## src/rtl/bos_pkg.sv

```systemverilog
// rtl/bos_pkg.sv - shared state encoding, slot map and step-write table for the BOS power sequencer
package bos_pkg;

    typedef enum logic [3:0] {
        ST_OFF      = 4'd0,
        ST_UP_VCORE = 4'd1,
        ST_UP_VDIG  = 4'd2,
        ST_UP_FUNC  = 4'd3,
        ST_UP_RST   = 4'd4,
        ST_UP_REL   = 4'd5,
        ST_ON       = 4'd6,
        ST_DN_RST   = 4'd7,
        ST_DN_FUNC  = 4'd8,
        ST_DN_VDIG  = 4'd9,
        ST_DN_VCORE = 4'd10
    } state_e;

    localparam int unsigned SLOT_FUNC  = 6;
    localparam int unsigned SLOT_VCORE = 7;
    localparam int unsigned SLOT_VDIG  = 8;
    localparam int unsigned SLOT_RSTBY = 9;

    typedef struct packed {
        logic [9:0] strb;
        logic [7:0] data;
    } wr_t;

    function automatic logic [9:0] slot_strb(input int unsigned slot);
        return 10'd1 << slot;
    endfunction

    function automatic logic is_up(input state_e st);
        return st inside {ST_UP_VCORE, ST_UP_VDIG, ST_UP_FUNC, ST_UP_RST, ST_UP_REL};
    endfunction

    // The single register write each step state makes on its first cycle
    function automatic wr_t step_write(input state_e st);
        wr_t w;
        w = '0;
        case (st)
            ST_UP_VCORE: begin w.strb = slot_strb(SLOT_VCORE); w.data = 8'h00; end
            ST_UP_VDIG:  begin w.strb = slot_strb(SLOT_VDIG);  w.data = 8'h00; end
            ST_UP_FUNC:  begin w.strb = slot_strb(SLOT_FUNC);  w.data = 8'h01; end
            ST_UP_RST:   begin w.strb = slot_strb(SLOT_RSTBY); w.data = 8'h01; end
            ST_UP_REL:   begin w.strb = slot_strb(SLOT_RSTBY); w.data = 8'h00; end
            ST_DN_RST:   begin w.strb = slot_strb(SLOT_RSTBY); w.data = 8'h01; end
            ST_DN_FUNC:  begin w.strb = slot_strb(SLOT_FUNC);  w.data = 8'h00; end
            ST_DN_VDIG:  begin w.strb = slot_strb(SLOT_VDIG);  w.data = 8'h01; end
            ST_DN_VCORE: begin w.strb = slot_strb(SLOT_VCORE); w.data = 8'h01; end
            default:     w = '0;
        endcase
        return w;
    endfunction

endpackage

```

## src/rtl/bos_seq_timer.sv

```systemverilog
// rtl/bos_seq_timer.sv - loadable down-counter pacing each sequencer step
module bos_seq_timer #(
    parameter int CNT_W = 24
) (
    input  logic             clk,
    input  logic             n_rst,
    input  logic             load_i,
    input  logic [CNT_W-1:0] value_i,
    output logic             zero_o
);

    logic [CNT_W-1:0] cnt_q;

    always_ff @(posedge clk or negedge n_rst) begin
        if (!n_rst) begin
            cnt_q <= '0;
        end else if (load_i) begin
            cnt_q <= value_i;
        end else if (cnt_q != '0) begin
            cnt_q <= cnt_q - CNT_W'(1);
        end
    end

    assign zero_o = (cnt_q == '0);

endmodule

```

## src/rtl/bos_power_seq.sv

```systemverilog
// rtl/bos_power_seq.sv - BOS supply power-up/down sequencer sharing the fpga_regs write port with host writes
// Optional PWR_SEQ_ABORT_EN: pwr_dn during power-up unwinds from the last completed step.
module bos_power_seq
    import bos_pkg::*;
#(
    parameter int CNT_W   = 24,
    parameter int T_VCORE = 100000,
    parameter int T_VDIG  = 100000,
    parameter int T_FUNC  = 10000,
    parameter int T_RST   = 1000,
    parameter int T_DOWN  = 10000
) (
    input  logic       clk,
    input  logic       n_rst,
    input  logic       pwr_up,
    input  logic       pwr_dn,
    input  logic [7:0] host_data,
    input  logic [9:0] host_valid,
    output logic [7:0] master_data,
    output logic [9:0] valid_bus,
    output logic       busy,
    output logic       pwr_on,
    output logic       host_drop,
    output logic [3:0] seq_state
);

    state_e           state_q, state_d;
    logic             entry_q;
    logic             pend_q, pend_d;
    logic [9:0]       vbus_q, vbus_d;
    logic [7:0]       mdata_q, mdata_d;
    logic             hold_vld_q, hold_vld_d;
    logic [9:0]       hold_strb_q, hold_strb_d;
    logic [7:0]       hold_data_q, hold_data_d;
    logic             drop_q, drop_d;
    logic             busy_q, busy_d;
    logic             on_q, on_d;

    logic             tmr_load;
    logic [CNT_W-1:0] tmr_val;
    logic             tmr_zero;
    wr_t              seq_wr;
    logic             host_acc;

    bos_seq_timer #(.CNT_W(CNT_W)) u_timer (
        .clk     (clk),
        .n_rst   (n_rst),
        .load_i  (tmr_load),
        .value_i (tmr_val),
        .zero_o  (tmr_zero)
    );

    always_comb begin
        state_d = state_q;
        pend_d  = pend_q;
        case (state_q)
            ST_OFF:      if (pwr_up && !pwr_dn) state_d = ST_UP_VCORE;
            ST_UP_VCORE: if (tmr_zero) state_d = ST_UP_VDIG;
            ST_UP_VDIG:  if (tmr_zero) state_d = ST_UP_FUNC;
            ST_UP_FUNC:  if (tmr_zero) state_d = ST_UP_RST;
            ST_UP_RST:   if (tmr_zero) state_d = ST_UP_REL;
            ST_UP_REL:   state_d = ST_ON;
            ST_ON: begin
                if (pwr_dn || pend_q) begin
                    state_d = ST_DN_RST;
                    pend_d  = 1'b0;
                end
            end
            ST_DN_RST:   if (tmr_zero) state_d = ST_DN_FUNC;
            ST_DN_FUNC:  if (tmr_zero) state_d = ST_DN_VDIG;
            ST_DN_VDIG:  if (tmr_zero) state_d = ST_DN_VCORE;
            ST_DN_VCORE: if (tmr_zero) state_d = ST_OFF;
            default:     state_d = ST_OFF;
        endcase
`ifdef PWR_SEQ_ABORT_EN
        if (pwr_dn) begin
            case (state_q)
                ST_UP_VCORE:          state_d = ST_DN_VCORE;
                ST_UP_VDIG:           state_d = ST_DN_VDIG;
                ST_UP_FUNC:           state_d = ST_DN_FUNC;
                ST_UP_RST, ST_UP_REL: state_d = ST_DN_RST;
                default:              ;
            endcase
        end
`else
        if (pwr_dn && is_up(state_q)) pend_d = 1'b1;
`endif
    end

    // Load on every transition so the first cycle of a step already sees T-1
    always_comb begin
        tmr_load = (state_d != state_q);
        case (state_d)
            ST_UP_VCORE: tmr_val = CNT_W'(T_VCORE - 1);
            ST_UP_VDIG:  tmr_val = CNT_W'(T_VDIG - 1);
            ST_UP_FUNC:  tmr_val = CNT_W'(T_FUNC - 1);
            ST_UP_RST:   tmr_val = CNT_W'(T_RST - 1);
            ST_DN_RST, ST_DN_FUNC, ST_DN_VDIG, ST_DN_VCORE:
                         tmr_val = CNT_W'(T_DOWN - 1);
            default:     tmr_val = '0;
        endcase
    end

    assign seq_wr   = entry_q ? step_write(state_q) : '0;
    assign drop_d   = busy_q && (|host_valid[9:6]);
    assign host_acc = (|host_valid) && !drop_d;
    assign busy_d   = !(state_d inside {ST_OFF, ST_ON});
    assign on_d     = (state_d == ST_ON);

    // Port arbitration: sequencer first, then a parked host write, then the live host write
    always_comb begin
        vbus_d      = '0;
        mdata_d     = '0;
        hold_vld_d  = hold_vld_q;
        hold_strb_d = hold_strb_q;
        hold_data_d = hold_data_q;
        if (|seq_wr.strb) begin
            vbus_d  = seq_wr.strb;
            mdata_d = seq_wr.data;
            if (host_acc) begin
                hold_vld_d  = 1'b1;
                hold_strb_d = host_valid;
                hold_data_d = host_data;
            end
        end else if (hold_vld_q) begin
            vbus_d     = hold_strb_q;
            mdata_d    = hold_data_q;
            hold_vld_d = host_acc;
            if (host_acc) begin
                hold_strb_d = host_valid;
                hold_data_d = host_data;
            end
        end else if (host_acc) begin
            vbus_d  = host_valid;
            mdata_d = host_data;
        end
    end

    always_ff @(posedge clk or negedge n_rst) begin
        if (!n_rst) begin
            state_q     <= ST_OFF;
            entry_q     <= 1'b0;
            pend_q      <= 1'b0;
            vbus_q      <= '0;
            mdata_q     <= '0;
            hold_vld_q  <= 1'b0;
            hold_strb_q <= '0;
            hold_data_q <= '0;
            drop_q      <= 1'b0;
            busy_q      <= 1'b0;
            on_q        <= 1'b0;
        end else begin
            state_q     <= state_d;
            entry_q     <= (state_d != state_q);
            pend_q      <= pend_d;
            vbus_q      <= vbus_d;
            mdata_q     <= mdata_d;
            hold_vld_q  <= hold_vld_d;
            hold_strb_q <= hold_strb_d;
            hold_data_q <= hold_data_d;
            drop_q      <= drop_d;
            busy_q      <= busy_d;
            on_q        <= on_d;
        end
    end

    assign master_data = mdata_q;
    assign valid_bus   = vbus_q;
    assign busy        = busy_q;
    assign pwr_on      = on_q;
    assign host_drop   = drop_q;
    assign seq_state   = 4'(state_q);

endmodule
```

## config.mk

```make
export PLATFORM = sky130hd
export DESIGN_NAME = bos_power_seq
export DESIGN_NICKNAME = d
export VERILOG_FILES = /design/src/rtl/bos_pkg.sv /design/src/rtl/bos_seq_timer.sv /design/src/rtl/bos_power_seq.sv
export SDC_FILE = /design/constraint.sdc
export NUM_CORES = 1
export LEC_CHECK = 0
export CAP_MARGIN = 25
export CORE_MARGIN = 3
export CORE_UTILIZATION = 50
export CTS_BUF_LIST = sky130_fd_sc_hd__clkbuf_16
export DETAILED_ROUTE_END_ITERATION = 8
export PLACE_DENSITY_LB_ADDON = 0.08
export SLEW_MARGIN = 10
export SYNTH_ARGS = -nofsm -noshare
export SYNTH_HDL_FRONTEND = slang
export SYNTH_SLANG_ARGS = --single-unit
```

## constraint.sdc

```tcl
create_clock -name clk -period 2.6 [get_ports clk]
set_input_delay 0.39 -clock clk [delete_from_list [all_inputs] [get_ports clk]]
set_output_delay 0.39 -clock clk [all_outputs]
set_load 0.005 [all_outputs]
```

==> metrics.md, run 1 <==
| Metric | Value |
|---|---|
| Outcome | finished with violations |
| Failing checks | negative setup slack |
| Total power | 2421 uW |
| Mean Syn Cell Area | 9.463 sq um |
| Cts bufs inserted | 9 |
| Crit path largest cell delay | 400 ps |
| Most frequent cells in the layout | buf_4 (70), dfrtp_1 (68), nor2_1 (63), clkdlybuf4s50_1 (45), nand2_1 (37) |
| Cell Area, Synth | 3832 sq um |
| Fill count | ~530 |
| Synth-to-layout area growth | 38.62% |
| Post-synthesis sequential area ratio | 45.71% |
| Setup violators final | 7 |
| Tmin final | 2651 ps |
| ANT cells | 0 |
| #FFs+latches synth | 70 |
| H-tree depth | 3 |
| WL met1 | approximately 4.3 mm |
| I/O Buffers | between 40 and 50 |
| Yosys top cell area share | 45.71% |
| Crit-path leading delay family | simple AND/OR/NAND/NOR gates |
| Setup WS post-layout | -51.45 ps |
| Final Util | 72.47% |
| Critical path fanouts, max | 4 |
| Finished Cell Area | around 5300 sq um |
| Fmax | around 380 MHz |
| Highest routed layer | met4 |
| Final Max Tran Viols | 0 |
| CTS Buffer Depth | 2 |
| Vias per cell | approximately 5.4 |
| Initial Util | 52.28% |
| Antenna violations before repair | 0 |
| DP HPWL | between 6 and 7 mm |
| Worst Setup Path Type | reg2reg |
| Routed wire per std cell | around 16 um |
| Worst slack at placement | -123.9 ps |
| Worst rel slew slack | between 50% and 60% |
| Clock Latency Late Sink | about 330 ps |
| Ratio of cells with drive above 1 in the final layout | slightly below 30% |
| Root Buffer | clkbuf_16 |
| WL final | 9.792 mm |
| Placed Area | between 4000 and 5000 sq um |
| Reg clk slew, reported paths | 60 ps |
| R2R Setup Slk | -50 ps |
| First-pass GRT wire length | 15.88 mm |
| Crit share post-route | 102.0% |
| Initial DRC count | 134 |
| Hold Vio Cnt, Final | 0 |
| Syn Inst Count | around 410 |
| Cts hold-fix bufs | 0 |
| Worst Setup End Kind | register |
| CTS Sinks | 70 |
| Hold Path Class | in2async |
| Core ar. | around 7300 sq um |
| Die Wd | 93.55 um |
| Ports | 47 |
| Gr ovfl total | 0 |
| Clock skew | 9.042 ps |
| RSZ-0062 raised after global routing | true |
| Detailed Routing Iterations Pass 1 | 5 |
| Commonest non-fill, non-tap cell in the layout | buf_4 |
| Critical Path RT | 2810 ps |
| Vias | 3,363 |
| Largest net degree at the start of global routing | 71 |
| Startpoint types | register |
| Post-synthesis net count | between 400 and 500 |
| Setup TNS | -240.4 ps |
| Worst vdd ir | between 300 and 400 uV |
| Primary FF master, synth | dfrtp_1 |
| Die area | just under 9000 sq um |
| Number of buffers and inverters on the critical path | 4 |
| Site Rows | 31 |
| Crit path max-delay cell type | dfrtp_1 |
| GRT Util Overall | between 20% and 30% |
| Worst R2R Path Depth | 14 |
| Max-cap violations | 0 |
| Vias in the first global route | ~3,400 |
| Post-synth EDFFs | 0 |
| Yosys warns | 0 |
| CP Data Arrival Time | between 2000 and 3000 ps |
| Cell Chain, Critical Path | nor4_4, buf_4, nand3_4, nor3_4, a21oi_1, o21a_1, inv_1, ha_4, inv_4, o21ai_1, buf_4, nor2_1, o21ai_2, o31ai_1 |
| Cell taking the most area after synthesis | dfrtp_1 |
| Top cells by area, synth | dfrtp_1 (46%), nor2_1 (6.3%), mux2_2 (5.6%) |
| Met2 WL | 4.824 mm |
| GP Congestion | 0.9366 |
| P_leak | around 0.0024 uW |
| Die Y | slightly above 90 um |
| DRC viols | 0 |
| NumNets Final | 546 |
| PD cells | approximately 460 nW/um^2 |
| R2R Path End | u_timer.cnt_q[13] |
| Antenna-violating nets left | 0 |
| Actual slew at the worst max-slew pin | roughly 610 ps |
| Met3 WL post-DR | between 400 and 500 um |
| FFs w/ async S/R, synth | 100.0% |
| Library cells used by synthesis | 62 |
| Most used cell, CP | buf_4 |
| Worst R2R Start | u_timer.cnt_q[5] |
| CTS tree | done |
[what timing repair did]
item                                    4_1_cts  5_1_grt
buffers inserted                              5        3
pin swaps                                    10        8
hold endpoints to repair                      0        0
resized for setup                            15       15
endpoints found under the setup margin       18       33
[through the flow]
stage,std cells,hold slack (ps)
4_1_cts,617,104.0
6_report,619,65.23
3_3_place_gp,596,444.7
2_1_floorplan,405,94.41
3_5_place_dp,596,445.8
5_1_grt,619,107.8
[synth_stat cells, types with 4 or more instances]
| cell type | instances |
|---|---|
| dfrtp_1 | 70 |
| nor2_1 | 64 |
| nand2_1 | 37 |
| a21oi_1 | 29 |
| mux2_2 | 19 |
| inv_1 | 13 |
| xnor2_1 | 13 |
| o21ai_1 | 11 |
| clkbuf_1 | 10 |
| nor3_1 | 10 |
| o21ai_0 | 10 |
| ha_1 | 9 |
| o22ai_1 | 9 |
| xor2_1 | 8 |
| nor4_1 | 7 |
| buf_2 | 6 |
| nor2b_1 | 6 |
| nand2b_1 | 5 |
| a211oi_1 | 4 |
| mux2i_1 | 4 |
[sequential cells by signal, indices dropped and copies added, names as in the netlist]
register,flops
busy,1
hold_data_q,8
u_timer.cnt_q,24
seq_state,4
pend_q,1
master_data,8
host_drop,1
pwr_on,1
entry_q,1
valid_bus,10
hold_vld_q,1
hold_strb_q,10
[power by group]
part	switching, uW	total, uW	internal, uW
clock	478	1220	745
sequential	3.94	1100	1100
combinational	45.9	94.0	48.1
[metal layers]
layer  vias up  global-route usage [%]
met2        84                   39.01
li1       1639                       -
met3        20                   4.425
met5         -                       0
met4         0                   7.341
met1      1620                   30.14
[how the worst max path moves through the flow]
stage                     startpoint                 to  slack, ps  depth (start not counted)
floorplan           u_timer.cnt_q[5]  u_timer.cnt_q[10]          3                         12
global placement              pwr_dn   u_timer.cnt_q[3]        -60                         10
detailed placement  u_timer.cnt_q[5]   u_timer.cnt_q[3]       -120                         11
CTS                 u_timer.cnt_q[9]   u_timer.cnt_q[3]        -50                         13
global route        u_timer.cnt_q[5]  u_timer.cnt_q[13]       -210                         14
finish              u_timer.cnt_q[5]  u_timer.cnt_q[13]        -50                         14
[worst register-to-register path: stages (launching register included)]
cell     delay [ps]
dfrtp_1         400
nor4_4          320
buf_4           170
nand3_4          80
nor3_4          310
a21oi_1         110
o21a_1          220
inv_1           120
ha_4            170
inv_4            40
o21ai_1         140
buf_4           160
nor2_1           40
o21ai_2         150
o31ai_1         100
[cells by family (layout without fill, tap and decap cells)]
kind of cell / count (synthesis) / after routing / synth area share (%)
compound gates: 85 / 85 / 13.74
xor+xnor: 21 / 21 / 4.799
fa+ha+maj: 10 / 10 / 3.200
buf+inv: 34 / 149 / 4.114
flops: 70 / 70 / 45.71
mux: 23 / 23 / 6.628
simple gates: 162 / 162 / 21.81
[area by class of cell]
| class | instances | area [sq um] | area share (%) |
|---|---|---|---|
| Clock inverter | 7 | 72.57 | 1.366 |
| Sequential cell | 70 | 1754 | 33.02 |
| Multi-Input combinational cell | 301 | 2056 | 38.70 |
| Timing Repair Buffer | 119 | 1023 | 19.27 |
| Tap cell | 99 | 123.9 | 2.332 |
| Clock buffer | 9 | 225.2 | 4.239 |
| Inverter | 14 | 57.56 | 1.083 |
Note: power is estimated with default switching activity, not from simulation.
==> run 2: changes to the inputs <==
--- a/config.mk
+++ b/config.mk
@@ -7,7 +7,7 @@
 export LEC_CHECK = 0
 export CAP_MARGIN = 25
 export CORE_MARGIN = 3
-export CORE_UTILIZATION = 50
+export CORE_UTILIZATION = 40
 export CTS_BUF_LIST = sky130_fd_sc_hd__clkbuf_16
 export DETAILED_ROUTE_END_ITERATION = 8
 export PLACE_DENSITY_LB_ADDON = 0.08
==> metrics.md, run 2 (same netlist as run 1, synthesis figures left out) <==
| Metric | Value |
|---|---|
| GRT Util Overall | 18.88% (was 23.15%) |
| Die Y | 103.9 um (was 93.55 um) |
| DP HPWL | 6.979 mm (was 6.633 mm) |
| Die area | 10,790 sq um (was 8752 sq um) |
| Worst vdd ir | 309.9 uV (was 327.9 uV) |
| Hold Path Class | in2async (unchanged) |
| GRT busiest layer | met2 (unchanged) |
| Critical path fanouts, max | 3 (was 4) |
| Cell Chain, Critical Path | nor4_4, buf_4, nand3_4, nor3_4, o22ai_2, nand2_1, and3_4, inv_2, ha_4, inv_4, mux2_4, o221ai_4, o21ai_1 (was nor4_4, buf_4, nand3_4, nor3_4, a21oi_1, o21a_1, inv_1, ha_4, inv_4, o21ai_1, buf_4, nor2_1, o21ai_2, o31ai_1) |
| CTS tree | done (unchanged) |
| Initial DRC count | 154 (was 134) |
| Ports | 47 (unchanged) |
| Synth-to-layout area growth | 43.42% (was 38.62%) |
| GP Congestion | 0.8427 (was 0.9366) |
| Routed wire per std cell | 15.05 um (was 15.82 um) |
| RSZ-0062 raised after global routing | true (unchanged) |
| Largest net degree at the start of global routing | 51 (was 71) |
| Worst Setup Path Type | reg2reg (unchanged) |
| Site Rows | 35 (was 31) |
| Die Wd | 103.9 um (was 93.55 um) |
| WL final | 9.875 mm (was 9.792 mm) |
| CP Data Arrival Time | 2800 ps (was 2860 ps) |
| Detailed Routing Iterations Pass 1 | 4 (was 5) |
| Setup violators final | 0 (was 7) |
| Antenna violations before repair | 0 (unchanged) |
| Total power | 2520 uW (was 2421 uW) |
| Actual slew at the worst max-slew pin | 631.8 ps (was 611.2 ps) |
| Hold Vio Cnt, Final | 0 (unchanged) |
| P_leak | 0.002417 uW (was 0.002363 uW) |
| First-pass GRT wire length | 16.57 mm (was 15.88 mm) |
| Cts bufs inserted | 9 (unchanged) |
| Gr ovfl total | 0 (unchanged) |
| Vias | 3,333 (was 3,363) |
| Clock skew | 9.278 ps (was 9.042 ps) |
| PD cells | 458.5 nW/um^2 (was 455.6 nW/um^2) |
| Worst rel slew slack | 57.72% (was 59.10%) |
| Met2 GRT Util | 29.90% (was 39.01%) |
| Startpoint types | register (unchanged) |
| Crit path largest cell delay | 400 ps (about the same) |
| Reg clk slew, reported paths | 60 ps (about the same) |
| Crit-path leading delay family | simple AND/OR/NAND/NOR gates (unchanged) |
| Crit path max-delay cell type | dfrtp_1 (unchanged) |
| I/O Buffers | 46 (unchanged) |
| NumNets Final | 553 (was 546) |
| Ratio of cells with drive above 1 in the final layout | 30.93% (was 28.85%) |
| Outcome | completed (was finished with violations) |
| Number of buffers and inverters on the critical path | 3 (was 4) |
| Vias per cell | 5.081 (was 5.433) |
| Commonest non-fill, non-tap cell in the layout | buf_4 (unchanged) |
| Max FFs per register | 24 (unchanged) |
| Root Buffer | clkbuf_16 (unchanged) |
| Core ar. | 9284 sq um (was 7331 sq um) |
| Placed cells | 632 (was 596) |
| Antenna-violating nets left | 0 (unchanged) |
| Clock Latency Late Sink | 330 ps (about the same) |
| Fmax | 386.7 MHz (was 377.2 MHz) |
| CTS Sinks | 70 (unchanged) |
| Top reg by flops | u_timer.cnt_q (unchanged) |
| H-tree depth | 3 (unchanged) |
| Crit share post-route | 99.45% (was 102.0%) |
| Critical Path RT | 2810 ps (about the same) |
| Most frequent cells in the layout | buf_4 (76), dfrtp_1 (68), nor2_1 (63), clkdlybuf4s50_1 (45), nand2_1 (37) (was buf_4 (70), dfrtp_1 (68), nor2_1 (63), clkdlybuf4s50_1 (45), nand2_1 (37)) |
| Final Max Tran Viols | 0 (unchanged) |
| CTS Buffer Depth | 2 (unchanged) |
| Vias in the first global route | 3,320 (was 3,373) |
| Max-cap violations | 0 (unchanged) |
| Layout Cells excl Fill | 656 (was 619) |
| WHS | 30.34 ps (was 65.23 ps) |
| ANT cells | 0 (unchanged) |
| DRC viols | 0 (unchanged) |
| M1 GR Usage | 26.26% (was 30.14%) |
| Met3 Usage GRT | 3.973% (was 4.425%) |
| Tmin final | 2586 ps (was 2651 ps) |
| Initial Util | 41.28% (was 52.28%) |
| Worst Setup End Kind | register (unchanged) |
==> run 2: layout make-up <==
type	instances	area, sq um
fillers	839	3787
repair buffers	126	1111
flip-flops and latches	70	1754
inverters	14	55.05
multi-input cells	301	2093
well taps	129	161.4
clock inverters	7	96.34
clock buffers	9	225.2
==> run 2: path summary, 6_finish.rpt <==
check / start / end / slack, ps / cells past startpoint
min in group clk: hold_data_q[2] / hold_data_q[2] / 510 / 1
worst max-delay path: u_timer.cnt_q[5] / u_timer.cnt_q[10] / 10 / 13
max in group asynchronous: n_rst / seq_state[0] / 1890 / 2
worst min register to register: hold_data_q[2] / hold_data_q[2] / 510 / 1
worst max register to register: u_timer.cnt_q[5] / u_timer.cnt_q[10] / 10 / 13
worst min-delay path: n_rst / valid_bus[3] / 30 / 1
==> run 2: worst reg2reg max path, cell delays in order, from the launching register on <==
cell	delay (ps)
dfrtp_1	400
nor4_4	290
buf_4	170
nand3_4	80
nor3_4	290
o22ai_2	110
nand2_1	70
and3_4	180
inv_2	50
ha_4	170
inv_4	70
mux2_4	310
o221ai_4	170
o21ai_1	90
==> run 2: report_power, final <==
part	internal (uW)	leakage, uW	switching, uW
Clock	843	0.000160	480
Combinational	48.9	0.00136	45.6
Sequential	1100	0.000901	3.52
==> run 2: routing by layer <==
| layer | wire length [um] | part of all wire (%) | vias up |
|---|---|---|---|
| met5 | 0 | 0 | - |
| met4 | 160 | 1.6 | 0 |
| met3 | 399 | 4.0 | 15 |
| met2 | 4733 | 48 | 79 |
| met1 | 4581 | 46 | 1587 |
| li1 | - | - | 1652 |
==> run 2: stage by stage <==
stage               area, sq um  utilization (%)  setup TNS (ps)  worst slack, ps
global placement           4928            53.09          -375.4           -57.23
floorplan                  3857                -               0            3.004
detailed placement         4928            53.09          -630.0           -84.96
global route               5497            59.20           -1191           -164.5
finish                     5497            59.20               0            14.28
CTS                        5330            57.41          -97.62           -25.81
==> run 2: timing repair <==
action | CTS | global route
pin swaps | 9 | 18
setup endpoints to repair | 25 | 14
cloned | 0 | 1
hold buffers | 0 | 0
setup buffers | 4 | 3
gates resized for setup | 13 | 26
